==> src/rtl/bus_mon_watchdog_pkg.sv <==
// Shared state encoding and terminal-flag decode for the bus monitor/watchdog.
package bus_mon_watchdog_pkg;

  localparam int STATE_W = 3;

  typedef enum logic [STATE_W-1:0] {
    ST_IDLE    = 3'd0,
    ST_RUN     = 3'd1,
    ST_DONE    = 3'd2,
    ST_TRAP    = 3'd3,
    ST_HANG    = 3'd4,
    ST_TIMEOUT = 3'd5
  } state_e;

  typedef struct packed {
    logic done;
    logic trapped;
    logic hung;
    logic timed_out;
  } term_flags_t;

  // Each terminal state owns exactly one flag, so decoding the state keeps them mutually exclusive.
  function automatic term_flags_t flags_of(input state_e s);
    term_flags_t f;
    f.done      = (s == ST_DONE);
    f.trapped   = (s == ST_TRAP);
    f.hung      = (s == ST_HANG);
    f.timed_out = (s == ST_TIMEOUT);
    return f;
  endfunction

endpackage

==> src/rtl/bus_mon_watchdog_if.sv <==
// Native memory bus (valid/ready handshake) as seen by core, memory and the monitor.
interface bus_mon_watchdog_if #(
  parameter int ADDR_W = 32,
  parameter int DATA_W = 32
);

  logic                  mem_valid;
  logic                  mem_ready;
  logic [ADDR_W-1:0]     mem_addr;
  logic [DATA_W/8-1:0]   mem_wstrb;
  logic [DATA_W-1:0]     mem_wdata;
  logic [DATA_W-1:0]     mem_rdata;

  modport master (
    output mem_valid, mem_addr, mem_wstrb, mem_wdata,
    input  mem_ready, mem_rdata
  );

  modport slave (
    input  mem_valid, mem_addr, mem_wstrb, mem_wdata,
    output mem_ready, mem_rdata
  );

  // The watchdog only observes; it never drives the bus.
  modport monitor (
    input mem_valid, mem_ready, mem_addr, mem_wstrb, mem_wdata, mem_rdata
  );

endinterface

==> src/rtl/bus_watch_chan.sv <==
// One address-watch channel: address compare, sticky hit, byte-merged write capture.
module bus_watch_chan #(
  parameter int ADDR_W = 32,
  parameter int DATA_W = 32
) (
  input  logic                clk,
  input  logic                resetn,
  input  logic                active,
  input  logic                clear,
  input  logic                wr_xfer,
  input  logic [ADDR_W-1:0]   mem_addr,
  input  logic [DATA_W/8-1:0] mem_wstrb,
  input  logic [DATA_W-1:0]   mem_wdata,
  input  logic [ADDR_W-1:0]   watch_addr,
  output logic                hit,
  output logic [DATA_W-1:0]   data
);

  logic              hit_d,  hit_q;
  logic [DATA_W-1:0] data_d, data_q;

  // Merge only the strobed bytes of a matching write; reads never hit.
  always_comb begin
    hit_d  = hit_q;
    data_d = data_q;
    if (clear) begin
      hit_d  = 1'b0;
      data_d = '0;
    end else if (active && wr_xfer && (mem_addr == watch_addr)) begin
      hit_d = 1'b1;
      for (int b = 0; b < DATA_W/8; b++) begin
        if (mem_wstrb[b]) data_d[b*8 +: 8] = mem_wdata[b*8 +: 8];
      end
    end
  end

  // Capture registers.
  always_ff @(posedge clk or negedge resetn) begin
    if (!resetn) begin
      hit_q  <= 1'b0;
      data_q <= '0;
    end else begin
      hit_q  <= hit_d;
      data_q <= data_d;
    end
  end

  assign hit  = hit_q;
  assign data = data_q;

endmodule

==> src/rtl/bus_mon_watchdog.sv <==
// Bus monitor/watchdog: run FSM, event counters, hang/timeout detection, done capture.
//   state      | meaning
//   IDLE    0  | counters held, waiting for enable
//   RUN     1  | counting, watching for terminal conditions
//   DONE    2  | completion write seen
//   TRAP    3  | core trapped
//   HANG    4  | STALL_LIMIT consecutive stall cycles
//   TIMEOUT 5  | TIMEOUT_CYCLES run cycles elapsed
module bus_mon_watchdog
  import bus_mon_watchdog_pkg::*;
#(
  parameter int                ADDR_W         = 32,
  parameter int                DATA_W         = 32,
  parameter int                NUM_WATCH      = 2,
  parameter int                CYC_W          = 32,
  parameter logic [ADDR_W-1:0] DONE_ADDR      = 32'h0000_0010,
  parameter int                TIMEOUT_CYCLES = 1_000_000,
  parameter int                STALL_LIMIT    = 1024
) (
  input  logic                          clk,
  input  logic                          resetn,
  input  logic                          enable,
  input  logic                          clear,
  bus_mon_watchdog_if.monitor           bus,
  input  logic                          trap,
  input  logic [NUM_WATCH*ADDR_W-1:0]   watch_addr,
  output logic [STATE_W-1:0]            state,
  output logic                          done,
  output logic                          trapped,
  output logic                          hung,
  output logic                          timed_out,
  output logic [CYC_W-1:0]              cycle_count,
  output logic [CYC_W-1:0]              end_cycle,
  output logic [DATA_W-1:0]             done_value,
  output logic [CYC_W-1:0]              wr_count,
  output logic [CYC_W-1:0]              rd_count,
  output logic [CYC_W-1:0]              stall_count,
  output logic [NUM_WATCH-1:0]          watch_hit,
  output logic [NUM_WATCH*DATA_W-1:0]   watch_data
);

  localparam logic [CYC_W-1:0] TO_LAST_C   = CYC_W'(TIMEOUT_CYCLES - 1);
  localparam logic [CYC_W-1:0] STALL_LIM_C = CYC_W'(STALL_LIMIT);

  function automatic logic [CYC_W-1:0] sat_inc(input logic [CYC_W-1:0] v);
    return (&v) ? v : v + CYC_W'(1);
  endfunction

  state_e            state_d, state_q;
  logic [CYC_W-1:0]  cycle_count_d, cycle_count_q;
  logic [CYC_W-1:0]  end_cycle_d,   end_cycle_q;
  logic [DATA_W-1:0] done_value_d,  done_value_q;
  logic [CYC_W-1:0]  wr_count_d,    wr_count_q;
  logic [CYC_W-1:0]  rd_count_d,    rd_count_q;
  logic [CYC_W-1:0]  stall_count_d, stall_count_q;
  logic [CYC_W-1:0]  stall_run_d,   stall_run_q;

  logic             xfer, wr_xfer, rd_xfer, stall_cyc, in_run;
  logic             done_hit, hang_hit, timeout_hit;
  logic [CYC_W-1:0] stall_run_inc;
  term_flags_t      flags;
  logic             unused_rdata;

  assign xfer          = bus.mem_valid & bus.mem_ready;
  assign wr_xfer       = xfer & (|bus.mem_wstrb);
  assign rd_xfer       = xfer & ~(|bus.mem_wstrb);
  assign stall_cyc     = bus.mem_valid & ~bus.mem_ready;
  assign in_run        = (state_q == ST_RUN);
  assign stall_run_inc = sat_inc(stall_run_q);
  assign done_hit      = wr_xfer && (bus.mem_addr == DONE_ADDR);
  assign hang_hit      = stall_cyc && (stall_run_inc >= STALL_LIM_C);
  assign timeout_hit   = (cycle_count_q == TO_LAST_C);
  assign unused_rdata  = ^bus.mem_rdata;

  // FSM state register.
  always_ff @(posedge clk or negedge resetn) begin
    if (!resetn) state_q <= ST_IDLE;
    else         state_q <= state_d;
  end

  // FSM next state: clear wins everywhere, then TRAP > DONE > HANG > TIMEOUT.
  always_comb begin
    state_d = state_q;
    if (clear) begin
      state_d = ST_IDLE;
    end else begin
      case (state_q)
        ST_IDLE: if (enable) state_d = ST_RUN;
        ST_RUN: begin
          if (trap)             state_d = ST_TRAP;
          else if (done_hit)    state_d = ST_DONE;
          else if (hang_hit)    state_d = ST_HANG;
          else if (timeout_hit) state_d = ST_TIMEOUT;
        end
        ST_DONE, ST_TRAP, ST_HANG, ST_TIMEOUT: state_d = state_q;
        default: state_d = ST_IDLE;
      endcase
    end
  end

  // FSM outputs: flags decode straight from the registered state.
  always_comb begin
    flags     = flags_of(state_q);
    state     = state_q;
    done      = flags.done;
    trapped   = flags.trapped;
    hung      = flags.hung;
    timed_out = flags.timed_out;
  end

  // Counters and captures advance only in RUN; the terminating cycle's events still count.
  always_comb begin
    cycle_count_d = cycle_count_q;
    end_cycle_d   = end_cycle_q;
    done_value_d  = done_value_q;
    wr_count_d    = wr_count_q;
    rd_count_d    = rd_count_q;
    stall_count_d = stall_count_q;
    stall_run_d   = stall_run_q;
    if (clear) begin
      cycle_count_d = '0;
      end_cycle_d   = '0;
      done_value_d  = '0;
      wr_count_d    = '0;
      rd_count_d    = '0;
      stall_count_d = '0;
      stall_run_d   = '0;
    end else if (in_run) begin
      cycle_count_d = sat_inc(cycle_count_q);
      if (wr_xfer)   wr_count_d    = sat_inc(wr_count_q);
      if (rd_xfer)   rd_count_d    = sat_inc(rd_count_q);
      if (stall_cyc) stall_count_d = sat_inc(stall_count_q);
      stall_run_d = stall_cyc ? stall_run_inc : '0;
      if (state_d != ST_RUN) end_cycle_d  = cycle_count_q;
      if (state_d == ST_DONE) done_value_d = bus.mem_wdata;
    end
  end

  // Counter and capture registers.
  always_ff @(posedge clk or negedge resetn) begin
    if (!resetn) begin
      cycle_count_q <= '0;
      end_cycle_q   <= '0;
      done_value_q  <= '0;
      wr_count_q    <= '0;
      rd_count_q    <= '0;
      stall_count_q <= '0;
      stall_run_q   <= '0;
    end else begin
      cycle_count_q <= cycle_count_d;
      end_cycle_q   <= end_cycle_d;
      done_value_q  <= done_value_d;
      wr_count_q    <= wr_count_d;
      rd_count_q    <= rd_count_d;
      stall_count_q <= stall_count_d;
      stall_run_q   <= stall_run_d;
    end
  end

  assign cycle_count = cycle_count_q;
  assign end_cycle   = end_cycle_q;
  assign done_value  = done_value_q;
  assign wr_count    = wr_count_q;
  assign rd_count    = rd_count_q;
  assign stall_count = stall_count_q;

  for (genvar i = 0; i < NUM_WATCH; i++) begin : g_watch
    bus_watch_chan #(
      .ADDR_W (ADDR_W),
      .DATA_W (DATA_W)
    ) u_chan (
      .clk        (clk),
      .resetn     (resetn),
      .active     (in_run),
      .clear      (clear),
      .wr_xfer    (wr_xfer),
      .mem_addr   (bus.mem_addr),
      .mem_wstrb  (bus.mem_wstrb),
      .mem_wdata  (bus.mem_wdata),
      .watch_addr (watch_addr[i*ADDR_W +: ADDR_W]),
      .hit        (watch_hit[i]),
      .data       (watch_data[i*DATA_W +: DATA_W])
    );
  end

endmodule

==> src/flat_wrapper.sv <==
// flat-port wrapper written by rule: the top's interface ports become plain ports
module bus_mon_watchdog_flat import bus_mon_watchdog_pkg::*;
#(
  parameter int                ADDR_W         = 32,
  parameter int                DATA_W         = 32,
  parameter int                NUM_WATCH      = 2,
  parameter int                CYC_W          = 32,
  parameter logic [ADDR_W-1:0] DONE_ADDR      = 32'h0000_0010,
  parameter int                TIMEOUT_CYCLES = 1_000_000,
  parameter int                STALL_LIMIT    = 1024
)
  (clk, resetn, enable, clear, trap, watch_addr, state, done, trapped, hung, timed_out, cycle_count, end_cycle, done_value, wr_count, rd_count, stall_count, watch_hit, watch_data, bus_mem_valid, bus_mem_ready, bus_mem_addr, bus_mem_wstrb, bus_mem_wdata, bus_mem_rdata);
  bus_mon_watchdog_if #(.ADDR_W(ADDR_W), .DATA_W(DATA_W)) bus_i ();
  input  logic clk;
  input  logic resetn;
  input  logic enable;
  input  logic clear;
  input  logic trap;
  input  logic [NUM_WATCH*ADDR_W-1:0] watch_addr;
  output logic [STATE_W-1:0] state;
  output logic done;
  output logic trapped;
  output logic hung;
  output logic timed_out;
  output logic [CYC_W-1:0] cycle_count;
  output logic [CYC_W-1:0] end_cycle;
  output logic [DATA_W-1:0] done_value;
  output logic [CYC_W-1:0] wr_count;
  output logic [CYC_W-1:0] rd_count;
  output logic [CYC_W-1:0] stall_count;
  output logic [NUM_WATCH-1:0] watch_hit;
  output logic [NUM_WATCH*DATA_W-1:0] watch_data;
  input wire logic [$bits(bus_i.mem_valid)-1:0] bus_mem_valid;
  input wire logic [$bits(bus_i.mem_ready)-1:0] bus_mem_ready;
  input wire logic [$bits(bus_i.mem_addr)-1:0] bus_mem_addr;
  input wire logic [$bits(bus_i.mem_wstrb)-1:0] bus_mem_wstrb;
  input wire logic [$bits(bus_i.mem_wdata)-1:0] bus_mem_wdata;
  input wire logic [$bits(bus_i.mem_rdata)-1:0] bus_mem_rdata;
  assign bus_i.mem_valid = bus_mem_valid;
  assign bus_i.mem_ready = bus_mem_ready;
  assign bus_i.mem_addr = bus_mem_addr;
  assign bus_i.mem_wstrb = bus_mem_wstrb;
  assign bus_i.mem_wdata = bus_mem_wdata;
  assign bus_i.mem_rdata = bus_mem_rdata;
  bus_mon_watchdog #(.ADDR_W(ADDR_W), .DATA_W(DATA_W), .NUM_WATCH(NUM_WATCH), .CYC_W(CYC_W), .DONE_ADDR(DONE_ADDR), .TIMEOUT_CYCLES(TIMEOUT_CYCLES), .STALL_LIMIT(STALL_LIMIT)) u_core (.clk(clk), .resetn(resetn), .enable(enable), .clear(clear), .bus(bus_i), .trap(trap), .watch_addr(watch_addr), .state(state), .done(done), .trapped(trapped), .hung(hung), .timed_out(timed_out), .cycle_count(cycle_count), .end_cycle(end_cycle), .done_value(done_value), .wr_count(wr_count), .rd_count(rd_count), .stall_count(stall_count), .watch_hit(watch_hit), .watch_data(watch_data));
endmodule
==> config.mk <==
export PLATFORM = sky130hd
export DESIGN_NAME = bus_mon_watchdog_flat
export DESIGN_NICKNAME = d
export VERILOG_FILES = /design/src/rtl/bus_mon_watchdog_pkg.sv /design/src/rtl/bus_mon_watchdog_if.sv /design/src/rtl/bus_watch_chan.sv /design/src/rtl/bus_mon_watchdog.sv /design/src/flat_wrapper.sv
export SDC_FILE = /design/constraint.sdc
export NUM_CORES = 1
export LEC_CHECK = 0
export BUFFER_PORTS_ARGS = -buffer_cell sky130_fd_sc_hd__buf_4
export CORE_MARGIN = 3
export CORE_UTILIZATION = 54
export CTS_BUF_LIST = sky130_fd_sc_hd__clkbuf_4
export DETAILED_ROUTE_END_ITERATION = 8
export PLACE_DENSITY = 0.84
export SLEW_MARGIN = 20
export SYNTH_ARGS = -nofsm -noshare
export SYNTH_HDL_FRONTEND = slang
export SYNTH_SLANG_ARGS = --single-unit
==> constraint.sdc <==
create_clock -name clk -period 3.9 [get_ports clk]
set_clock_uncertainty 0.1 [all_clocks]
set_input_delay 0.585 -clock clk [delete_from_list [all_inputs] [get_ports clk]]
set_output_delay 0.585 -clock clk [all_outputs]
set_load 0.02 [all_outputs]
==> summary.md, run 1 <==
| Metric | Value |
|---|---|
| Commonest non-fill, non-tap cell in the layout | buf_4 |
| WP data required | 4340 ps |
| Post-cts resize count | 0 |
| Synthesized area | about 15000 um2 |
| H-tree levels | 3 |
| Post-synthesis sequential area ratio | between 40% and 50% |
| Gate Count Post-Synth | 1491 |
| DR iter-0 viols | about 1100 |
| Worst Setup End Kind | flop |
| Sum Neg Setup Slack | 0 ps |
| Startpoint Class | flop |
| I/O Buffers | about 400 |
| CTS root buf | clkbuf_4 |
| Starting density of the core | between 50% and 60% |
| Top Ports | between 400 and 500 |
| Rel. slew slack | a little over a quarter |
| Hold slack | 65.3 ps |
| Max-Cap Viols | 0 |
| WL final | approximately 50000 um |
| Initial antenna violation count | 2 |
| Placer Congestion | ~0.98 |
| Wire per inst | between 20 and 25 um |
| Synthesized net count | 1667 |
| CP arrival | between 3000 and 4000 ps |
| Compound-Gate Fraction of Synth Area | 6.19% |
| CTS buffer count | around 80 |
| Global-route wire length before repair | around 78000 um |
| CTS tree | built |
| Placed standard-cell area | 18800 um2 |
| Final hold viol count | 0 |
| Synth Area in Simple Gates | between 20% and 30% |
| Setup repair after global routing missed its margin | false |
| WS Path Type | flop to flop |
| Largest net degree at the start of global routing | 142 |
| Worst-path clk slew | 70 ps |
| Final net count | between 2000 and 2500 |
| # setup viols final | 0 |
| Main combinational cell family by area after synthesis | simple AND/OR/NAND/NOR gates |
| Number of global-route vias before repair | between 10000 and 15000 |
| Total number of vias | about 14000 |
| Yosys warns | 0 |
| Hold path cells | 3 |
| Synth Flop Type | dfrtp_1 |
| Post-synth ARST share | 100% |
| Fin crit share | about 91% |
| Post-synth cell types | 68 |
| Cell taking the most area after synthesis | dfrtp_1 |
| Share of cells above drive strength 1 | around 33% |
| Post-Synth Adder-Cell Area | 0.409% |
| Worst-margin pin slew | between 1000 and 1500 ps |
| Die H | 174 um |
| Peak supply drop | 0.287 mV |
| Area share of the largest cell type after synthesis | between 40 and 50% |
| Post-route ant nets | 0 |
| FF+latch count, synth | 293 |
| Post-Syn Area per Cell | a little over 10 um2 |
| Synth Area in XOR/XNOR | 10.5% |
| Via density | between 5 and 6 |
| Minimum clock period | about 3600 ps |
| DRT Pass-1 Iters | 5 |
| Post-DP HPWL | about 37000 um |
| Final Slew Violations | 0 |
| Remaining global-route overflow | 0 |
| Hold WC Path Type | input pin to flop |
| Std cell rows | 60 |
| Core box area | about 27000 um2 |
| Chip width | between 150 and 200 um |
| Outcome | finished, final reports clean |
| Post-synth EDFFs | 0 |
| Residual DRC | 0 |
| Area contributors post-synth | dfrtp_1 48%, xor2_1 6.0%, mux2_2 5.0% |
| GRT Util Overall | 32.2% |
| Worst skew pair latency | between 600 and 700 ps |
| Synth-to-Final Area Change | 29.5% |
| Fin area | around 20000 um2 |
| Pwr per Cell Area | roughly 340 nW/um2 |
| Post-synthesis mux area share | about a tenth |
| Clk sinks | ~300 |
| Worst Path Max Fanout | 9 |
| Max Root-Sink Buffers | 3 |
| Commonest non-fill, non-tap cells in the layout | 428 x buf_4, 293 x dfrtp_1, 187 x nor2_1 |
| Die area | approximately 30000 um2 |
| R2r worst-path depth | 7 |
| Standby leakage power | between 9 and 10 nW |
| Fmax | 281 MHz |
==> what timing repair did <==
| item | in CTS | in global routing |
|---|---|---|
| endpoints found under the hold margin | 118 | 0 |
| hold buffers | 3 | 0 |
| buffers inserted | 0 | 0 |
==> cell type report <==
| class | count | area [um2] |
|---|---|---|
| well taps | 372 | 465 |
| repair buffers | 437 | 3350 |
| clock buffers | 103 | 773 |
| inverters | 17 | 63.8 |
| clock inverters | 34 | 181 |
| fillers | 1932 | 7590 |
| diodes | 2 | 5.00 |
| flip-flops and latches | 293 | 7330 |
| multi-input cells | 1119 | 7640 |
==> metrics by stage <==
step	total power [W]	instances	setup WS [ps]	utilization [%]
after floorplan	0.00360	1491	919	-
after global placement	0.00404	2235	162	68.7
after detailed placement	0.00406	2235	129	68.7
after CTS	0.00673	2375	345	72.3
after global routing	0.00697	2376	197	72.3
final	0.00667	2377	346	72.3
==> cells by family after synthesis <==
kind of cell | after synthesis
AO/OA/AOI/OAI | 152
XOR/XNOR | 183
adder cells (fa/ha/maj) | 5
buffers and inverters | 79
flip-flops | 293
multiplexers | 136
AND/OR/NAND/NOR | 643
==> worst max-delay path: stages (launching register included) <==
cell     delay [ps]
dfrtp_1         500
or3b_2          530
nor3_1          860
o31ai_2         380
or3_1           540
nor4_1          290
xnor2_1         170
nor2_1           70
==> registers in the layout (all words and copies together), names as in the netlist, 3 cells and up <==
signal and count:
u_core.wr_count 32, u_core.stall_run_q 32, u_core.state 3, u_core.done_value 32, u_core.cycle_count 32, u_core.rd_count 32, u_core.end_cycle 32, u_core.g_watch.u_chan.data 64
u_core.stall_count 32
==> report_power, final <==
part | leakage, nW | total [W] | internal [W] | switching [W]
clock network | 0.569 | 0.00266 | 0.00132 | 0.00134
registers | 4.02 | 0.00317 | 0.00312 | 0.0000517
logic | 4.99 | 0.000844 | 0.000353 | 0.000491
==> per-layer routing <==
metal  track usage (%)  vias to the layer above  routed length [um]
met2              52.0                      669               23800
li1                  -                     6229                   -
met5                 0                        -                  20
met1              40.0                     6845               19200
met3              8.30                      150                4290
met4              16.5                        2                2640
==> final timing paths <==
path,start,slack (ps),endpoint
max,u_core.state[0],350,u_core.wr_count[22]
min,bus_mem_wdata[2],70,u_core.done_value[2]
max reg2reg,u_core.state[0],350,u_core.wr_count[22]
min reg2reg,u_core.g_watch[0].u_chan.data[27],410,u_core.g_watch[0].u_chan.data[27]
max in group asynchronous,resetn,2210,u_core.g_watch[0].u_chan.data[18]
min in group asynchronous,resetn,510,u_core.end_cycle[8]
==> cells in the mapped netlist (5+ instances only) <==
cell type and instances:
a31oi_1 13, mux2_2 68, and2_1 10, dfrtp_1 293, o31ai_1 14, nor4b_1 11, xor2_1 105, ha_1 5
nor2b_1 67, inv_1 17, nor2_1 187, nand4_1 49, buf_2 5, nand3_1 55, mux2_4 30, nand2_1 86
nor3_1 34, a21oi_1 29, clkbuf_1 49, or3_1 8, and4_1 27, mux2i_1 38, o21ai_0 63, and3_1 35
xnor2_1 78, nor4_1 45, or4_1 6, nor3b_1 5
Note: power is estimated with default switching activity, not from simulation.
==> inputs of run 2 (changes only) <==
- CORE_UTILIZATION: 54 -> 55
- PLACE_DENSITY: 0.84 -> 0.85
- REMOVE_ABC_BUFFERS: unset -> 1
- SYNTH_HIERARCHICAL: unset -> 1
==> run 2 against run 1 <==
Flip-flop and latch count unchanged; clock-buffer cell count increased by 18; critical path depth increased by 3; synthesized cell count increased by 11%; fmax decreased by 2.8%; via count increased by 6.1%; power increased by 9.4%; worst setup slack got worse by 100 ps; area after synthesis increased by 5.3%; critical path type unchanged; highest routed layer is now met4.
==> summary.md, run 2 <==
| Metric | Value |
|---|---|
| Startpoint Class | flop |
| Std cell rows | 62 (+3.3%) |
| Reg2reg end | u_core/end_cycle[2] |
| Minimum clock period | 3660 ps (+104 ps) |
| CTS root buf | clkbuf_4 |
| I/O Buffers | 403 (unchanged) |
| Max-Cap Viols | 0 (unchanged) |
| PnR Total Power | 0.00729 W (+9.4%) |
| Post-synthesis sequential area ratio | 45.5% (-2.4 points) |
| Worst Setup End Kind | flop |
| Synth Flop Type | dfrtp_1 |
| R2r setup slk | 240 ps (-100 ps) |
| Post-synth cell types | 69 (+1.5%) |
| Peak supply drop | 0.240 mV (-16%) |
| WP data required | 4320 ps (-20 ps) |
| Commonest non-fill, non-tap cell in the layout | buf_4 |
| Rel. slew slack | 29.0% (+2.8 points) |
| Yosys warns | 6 (+6) |
| CP arrival | 4080 ps (+90 ps) |
| Setup repair after global routing missed its margin | false |
| Placer Congestion | 1.04 (+6.9%) |
| Synth-to-Final Area Change | 28.3% |
| Starting density of the core | 55.9% (+0.13 points) |
| Worst Path Max Fanout | 32 (+23) |
| Area share of the largest cell type after synthesis | 45.5% (-2.4 points) |
| Worst skew pair latency | 700 ps (about the same) |
| Final hold viol count | 0 (unchanged) |
| Final Slew Violations | 0 (unchanged) |
| Total number of vias | 14700 (+6.1%) |
| DR iter-0 viols | 1085 (-3.5%) |
| Outcome | finished, final reports clean |
| Global-route wire length before repair | 80400 um (+3.4%) |
| Post-synth ARST share | 100% (unchanged) |
| Synthesized area | 16100 um2 (+5.3%) |
| Most frequent cell after synthesis | dfrtp_1 |
| Pwr per Cell Area | 353 nW/um2 (+4.9%) |
| Top Ports | 436 (unchanged) |
| Post-route ant nets | 0 (unchanged) |
| Post-CTS setup buffers | 0 (unchanged) |
| Setup ws final | 243 ps (-104 ps) |
| Final Util | 71.8% (-0.52 points) |
| Commonest non-fill, non-tap cells in the layout | 437 x buf_4, 293 x dfrtp_1, 165 x nor2_1 |
| Chip width | 177 um (+1.6%) |
| Standby leakage power | 9.60 nW (+0.24%) |
| Clk sinks | 293 (unchanged) |
| Max Root-Sink Buffers | 3 (unchanged) |
| Post-synth EDFFs | 0 (unchanged) |
| DRT Pass-1 Iters | 5 (unchanged) |
| Post-DP HPWL | 36700 um (-0.73%) |
| Dpl ws | 265 ps (+136 ps) |
| CTS buffer count | 80 (+2.6%) |
| Cell taking the most area after synthesis | dfrtp_1 |
| CTS tree | built |
| Post-synth top cells | 293 x dfrtp_1, 165 x nor2_1, 126 x or2b_2 |
| Gate Count Post-Synth | 1660 (+11%) |
| Initial antenna violation count | 1 (-1) |
| R2r worst-path depth | 10 (+3) |
| Hold Startpoint | bus_mem_wdata[26] |
| Largest net degree at the start of global routing | 223 (+57%) |
| Residual DRC | 0 (unchanged) |
| Die area | 31400 um2 (+3.2%) |
| WL final | 51600 um (+3.3%) |
| Fill cells | 2169 (+12%) |
| Worst Setup SP | u_core/stall_run_q[17] |
| Share of cells above drive strength 1 | 34.2% (+0.78 points) |
| Via density | 5.80 (-0.78%) |
| CP Capture Point | u_core/end_cycle[2] |
| GRT Util Overall | 32.0% (-0.16 points) |
| H-tree levels | 3 (unchanged) |
| Worst-margin pin slew | 1060 ps (-34.2 ps) |
| Hold WC Path Type | input pin to flop |
| FF+latch count, synth | 293 (unchanged) |
| Area contributors post-synth | dfrtp_1 46%, or2b_2 6.9%, xor2_1 6.5% |
| Max reg flops | 64 (unchanged) |
| # setup viols final | 0 (unchanged) |
| Die H | 177 um (+1.6%) |
| WS Path Type | flop to flop |
| Fin crit share | 93.8% (+2.7 points) |
| Wire per inst | 20.3 um (-3.4%) |
| Fmax | 273 MHz (-2.8%) |
| Final net count | 2282 (+7.5%) |
| FF-to-FF Start | u_core/stall_run_q[17] |
| Number of global-route vias before repair | 14700 (+5.4%) |
| Core box area | 28800 um2 (+5.0%) |
| Worst-path clk slew | 60 ps (about the same) |
| Remaining global-route overflow | 0 (unchanged) |
| Post-Syn Area per Cell | 9.70 um2 (-5.4%) |
[run 2: cell count changes after synthesis, sizes merged, moves of 23 or more]
| cell | delta |
|---|---|
| nor2b | -60 |
| a21oi | +51 |
| or3 | +24 |
| a22o | +32 |
| mux2 | -98 |
| mux2i | +29 |
| or2b | +126 |
| o21ai | +38 |
| nand3 | +32 |
| xnor2 | -36 |
| nand2 | +23 |
[run 2: cell type report]
cell class	instances	area (um2)	area share [%]
Multi-Input combinational cell	1251	8270	40.0
Sequential cell	293	7330	35.5
Timing Repair Buffer	447	3450	16.7
Clock buffer	121	908	4.40
Tap cell	384	480	2.33
Inverter	33	124	0.599
Clock inverter	11	95.1	0.460
Antenna cell	2	5.00	0.0242
[run 2: power by group]
group	leakage, nW	switching (W)	internal [W]
combinational	4.91	0.000878	0.000454
sequential	4.08	0.0000640	0.00311
clock	0.602	0.00131	0.00148
[run 2: worst min path at each step]
stage                                        to  slack [ps]  cells after the start
after floorplan           u_core/cycle_count[0]         190                      0
after global placement      u_core/end_cycle[7]         390                      1
after detailed placement    u_core/end_cycle[8]         390                      1
after CTS                  u_core/done_value[4]           6                      3
after global routing      u_core/done_value[26]           7                      3
final                     u_core/done_value[26]          60                      3
[run 2: per-layer routing]
layer	GRT usage, %	vias up	routed length, um
li1	-	6770	-
met1	41.8	7221	20900
met2	52.4	656	25000
met3	8.69	96	4440
met4	9.69	0	1290
met5	0	-	0
[run 2: repair_timing]
action | 4_1_cts | 5_1_grt
setup endpoints to repair | 0 | 25
resized for setup | 0 | 1
endpoints found under the hold margin | 52 | 0
hold buffers | 2 | 0
[run 2: logic make-up after synthesis]
kind of cell             count (synthesis)  share of synthesized area, %
AO/OA/AOI/OAI                          279                          10.9
buffers and inverters                  116                          3.14
AND/OR/NAND/NOR                        738                          27.0
adder cells (fa/ha/maj)                  5                         0.389
XOR/XNOR                               162                          8.81
flip-flops                             293                          45.5
multiplexers                            67                          4.17
[run 2: through the flow]
stage	std cells	hold slack, ps	instance area [um2]	setup TNS, ps
5_1_grt	2542	7.19	20700	0
3_3_place_gp	2406	386	19600	0
4_1_cts	2540	5.88	20700	0
6_report	2542	55.2	20700	0
3_5_place_dp	2406	386	19600	0
2_1_floorplan	1577	189	15700	-4750
[run 2: critical path, cell delays in order, from the launching register on]
cell and delay [ps]:
dfrtp_1 500, nand4_1 320, nor4_2 610, nand4_1 250, xor2_1 220, o2111ai_1 200
nor4_2 440, a31o_2 290, a311oi_4 120, buf_12 200, a22o_1 250
